File: src/rtl/matvec_operand_loader.sv
// Operand frame loader for the 3x5 matrix-vector multiplier: assembles a serial
// word stream into matrix/vector registers and holds them behind a valid/ready handshake.
module matvec_operand_loader #(
  parameter int M_ROWS = 3,
  parameter int M_COLS = 5,
  parameter int DATA_W = 32
) (
  input  logic                     clk,
  input  logic                     rst_n,
  input  logic                     flush,
  input  logic                     in_valid,
  output logic                     in_ready,
  input  logic signed [DATA_W-1:0] in_data,
  input  logic                     in_last,
  output logic                     out_valid,
  input  logic                     out_ready,
  output logic signed [DATA_W-1:0] matrix [0:M_ROWS-1][0:M_COLS-1],
  output logic signed [DATA_W-1:0] vector [0:M_ROWS-1],
  output logic                     frame_err,
  output logic [15:0]              frame_cnt
);

  localparam int N     = M_ROWS * M_COLS + M_ROWS;
  localparam int IDX_W = $clog2(N);
  localparam logic [IDX_W-1:0] LAST_IDX = IDX_W'(N - 1);

  typedef enum logic [1:0] {LOAD, DISCARD, HOLD} state_t;

  state_t           state, next_state;
  logic [IDX_W-1:0] idx, next_idx;
  logic             accept, wr_en, err_next, cnt_inc;

  assign in_ready  = (state != HOLD);
  assign out_valid = (state == HOLD);
  assign accept    = in_valid && in_ready;

  // flush overrides everything, including a handshake in the same cycle
  always_comb begin
    next_state = state;
    next_idx   = idx;
    wr_en      = 1'b0;
    err_next   = 1'b0;
    cnt_inc    = 1'b0;
    if (flush) begin
      next_state = LOAD;
      next_idx   = '0;
    end else begin
      case (state)
        LOAD: begin
          if (accept) begin
            wr_en = 1'b1;
            if (idx == LAST_IDX) begin
              next_idx = '0;
              if (in_last) begin
                next_state = HOLD;
                cnt_inc    = 1'b1;
              end else begin
                next_state = DISCARD;
                err_next   = 1'b1;
              end
            end else if (in_last) begin
              next_idx = '0;
              err_next = 1'b1;
            end else begin
              next_idx = idx + 1'b1;
            end
          end
        end
        DISCARD: begin
          if (accept && in_last) next_state = LOAD;
        end
        HOLD: begin
          if (out_ready) next_state = LOAD;
        end
        default: next_state = LOAD;
      endcase
    end
  end

  always_ff @(posedge clk or negedge rst_n) begin
    if (!rst_n) begin
      state     <= LOAD;
      idx       <= '0;
      frame_err <= 1'b0;
      frame_cnt <= '0;
    end else begin
      state     <= next_state;
      idx       <= next_idx;
      frame_err <= err_next;
      if (cnt_inc) frame_cnt <= frame_cnt + 16'd1;
    end
  end

  // words land directly in the output registers, matrix row-major then vector
  always_ff @(posedge clk or negedge rst_n) begin
    if (!rst_n) begin
      for (int i = 0; i < M_ROWS; i++) begin
        vector[i] <= '0;
        for (int j = 0; j < M_COLS; j++) matrix[i][j] <= '0;
      end
    end else if (wr_en) begin
      for (int i = 0; i < M_ROWS; i++) begin
        if (idx == IDX_W'(M_ROWS * M_COLS + i)) vector[i] <= in_data;
        for (int j = 0; j < M_COLS; j++)
          if (idx == IDX_W'(i * M_COLS + j)) matrix[i][j] <= in_data;
      end
    end
  end

endmodule

File: config.mk
export PLATFORM = sky130hd
export DESIGN_NAME = matvec_operand_loader
export DESIGN_NICKNAME = d
export VERILOG_FILES = /design/src/rtl/matvec_operand_loader.sv
export SDC_FILE = /design/constraint.sdc
export NUM_CORES = 1
export LEC_CHECK = 0
export BUFFER_PORTS_ARGS = -buffer_cell sky130_fd_sc_hd__buf_2
export CORE_AREA = 3 3 245 247
export CTS_CLUSTER_SIZE = 12
export DETAILED_ROUTE_END_ITERATION = 12
export DIE_AREA = 0 0 248 250
export SLEW_MARGIN = 30
export SYNTH_ARGS = -nofsm -noshare
export SYNTH_HDL_FRONTEND = slang
export SYNTH_SLANG_ARGS = --single-unit
File: constraint.sdc
create_clock -name clk -period 4.2 [get_ports clk]
set_input_delay 0.84 -clock clk [delete_from_list [all_inputs] [get_ports clk]]
set_output_delay 0.84 -clock clk [all_outputs]
set_load 0.005 [all_outputs]
==> flow_metrics.py <==
metrics = {
    "setup_path": {
        "max_stage_delay_ns": 0.65,
        "startpoint": "state[1]",
        "arrival_ns": 3.35,
        "cpMaxStageDelayCell": "or3b_1",
        "required_ns": 4.67,
        "path_max_fanout": 22,
        "endpoint_kind": "flip-flop",
        "crit_buf_inv": 1,
        "crit_family": "simple AND/OR/NAND/NOR gates",
        "crit_chain": "or3b_1 -> nor2_8 -> nand4_1 -> buf_4 -> mux2_1",
        "cp-start-kind": "flip-flop",
        "regToRegStartpoint": "state[1]",
        "critPathKind": "flip-flop to flip-flop",
    },
    "run": {
        "maxCapViolations": 0,
    },
    "synthesis": {
        "synth_top_cells_by_count": "dfrtp_1, mux2_2, buf_2",
        "netlist_area_um2": 22600,
        "async_flop_share_pct": 100,
        "synth_cell_types": 34,
        "syn_nets": 1428,
        "yosysMostFrequentCell": "dfrtp_1",
        "yosysTopAreaCell": "dfrtp_1",
        "yosys_warnings": 0,
        "ys_seq_area_share_pct": 66.3,
        "synth_edf_count": 0,
        "postSynthAreaPerCell_um2": 16.4,
        "synth_area_leaders": "dfrtp_1, mux2_2, mux2_1",
        "ys_seq_elements": 600,
        "synth_top_area_share_pct": 66.3,
        "synth_flop_cell": "dfrtp_1",
        "syn_inst": 1383,
    },
    "routing": {
        "drc": 0,
        "postRouteAntennaNets": 0,
        "drt_iter0_markers": 555,
        "dr.pass1.iters": 4,
        "routed_via_density": 5.05,
        "vias": 14400,
        "routedWlPerCell_um": 25.1,
        "drt-total-wl_um": 71500,
    },
    "sta": {
        "slew_headroom_pct": 46.2,
        "worstMarginPinSlew_ns": 0.807,
        "slew_violations": 0,
        "hold_viol_final": 0,
        "period_needed_ns": 2.88,
        "fin_crit_sh_pct": 68.6,
        "setup_violations": 0,
        "fin_setup_tns_ns": 0,
        "fin_skew_ns": 0.0214,
        "max_freq_mhz": 347,
        "rsz0062_at_grt": "no",
    },
    "cts": {
        "numCtsBuffers": 66,
        "cts_sinks": 600,
        "htreeDepth": 3,
        "clockBufferDepth": 3,
        "worstSkewPairLatency_ns": 0.60,
        "cts_tree": "done",
        "cts_root_buf": "clkbuf_16",
        "cts_resized": 0,
        "postCtsSetupBuffers": 0,
        "ctsHoldBuffers": 0,
        "clkTransAtPathRegs_ns": 0.06,
    },
    "cells_and_area": {
        "fin_nets": 2077,
        "drive_gt1_share_pct": 64.7,
        "final_util_pct": 50.0,
        "syn_to_final_growth_pct": 27.7,
        "fin_cells": 2844,
    },
    "power_and_ir_drop": {
        "ir_drop_v": 0.000369,
        "p_per_area_nw_per_um2": 438,
        "power_leakage_nw": 16.5,
    },
    "grt": {
        "antenna_found_initial": 1,
        "grt_start_max_net_pins": 92,
        "overflow": 0,
        "grt_pass1_vias": 15100,
        "grt_usage_pct": 22.8,
        "grt_pass1_wl_um": 104000,
    },
    "placed_design": {
        "io_buffer_count": 632,
        "routabilityCongestion": 0.802,
        "dp_hpwl_um": 50400,
        "dp_cells": 2729,
    },
    "floorplan": {
        "ios": 633,
        "start_util_pct": 39.2,
        "die_height_um": 250,
        "core_um2": 57800,
        "placementRows": 88,
        "die-area_um2": 62000,
        "fp.dieW_um": 248,
    },
    "min_path": {
        "min_path_type": "primary input to async pin",
    },
    "run_status": {
        "outcome": "finished, final reports clean",
    },
}
## flip-flops by register name, summed over array words and instances (netlist names)
register	count
matrix	480
frame_cnt	16
vector	96
frame_err	1
idx	5
state	2
## stage by stage
step	area, µm²	total power [mW]	hold WS [ns]	setup WS, ns
floorplan	22600	6.52	0.465	1.90
global placement	26800	7.14	0.452	0.945
detailed placement	26800	7.16	0.455	0.839
CTS	28900	12.8	0.283	1.32
global route	28900	13.1	0.309	1.14
finish	28900	12.7	0.249	1.32
## power by group
part	internal (mW)	switching, mW	total [mW]
combinational	0.371	0.533	0.903
clock	3.31	2.33	5.64
sequential	6.02	0.113	6.13
## area by class of cell
type / count / area (µm²)
Antenna cell: 1 / 2.50
Clock buffer: 99 / 1930
Clock inverter: 15 / 178
Fill cell: 5073 / 28900
Inverter: 9 / 33.8
Multi-Input combinational cell: 682 / 7280
Sequential cell: 600 / 15000
Tap cell: 765 / 957
Timing Repair Buffer: 673 / 3530
## logic make-up (layout without fill, tap and decap cells)
family / Yosys count / after routing / share of synthesized area, %
muxes: 577 / 577 / 28.7
DFF: 600 / 600 / 66.3
and+or+nand+nor: 72 / 72 / 1.87
xor gates and xnor gates: 15 / 15 / 0.580
other: 0 / 1 / 0
buffers and inverters: 101 / 796 / 1.89
adders and majority gates: 7 / 7 / 0.387
AOI/OAI and AO/OA: 11 / 11 / 0.282
## per-layer routing
layer / GRT usage [%] / up-vias / share of wire, %
met1: 27.3 / 7553 / 39
li1: - / 6182 / -
met2: 37.9 / 510 / 48
met4: 8.77 / 2 / 3.7
met3: 7.73 / 129 / 8.5
met5: 0 / - / 0.018
## final timing paths
kind / endpoint / slack (ns) / depth (start not counted)
max in group asynchronous: matrix[466] / 2.78 / 2
min in group clk: state[1] / 0.45 / 2
max: vector[39] / 1.32 / 5
max reg2reg: vector[39] / 1.32 / 5
min reg2reg: frame_cnt[15] / 0.47 / 1
min: vector[64] / 0.25 / 1
## cells in the final DEF, fill, tap and decap left out, drive strengths merged, types with 8 or more instances in the layout
cell,n
nand3,15
buf,673
nand2,14
mux2,577
nor3,9
clkinv,9
inv,13
xnor2,8
nor2,11
dfrtp,600
clkbuf,99
(Power assumes the default switching activity.)
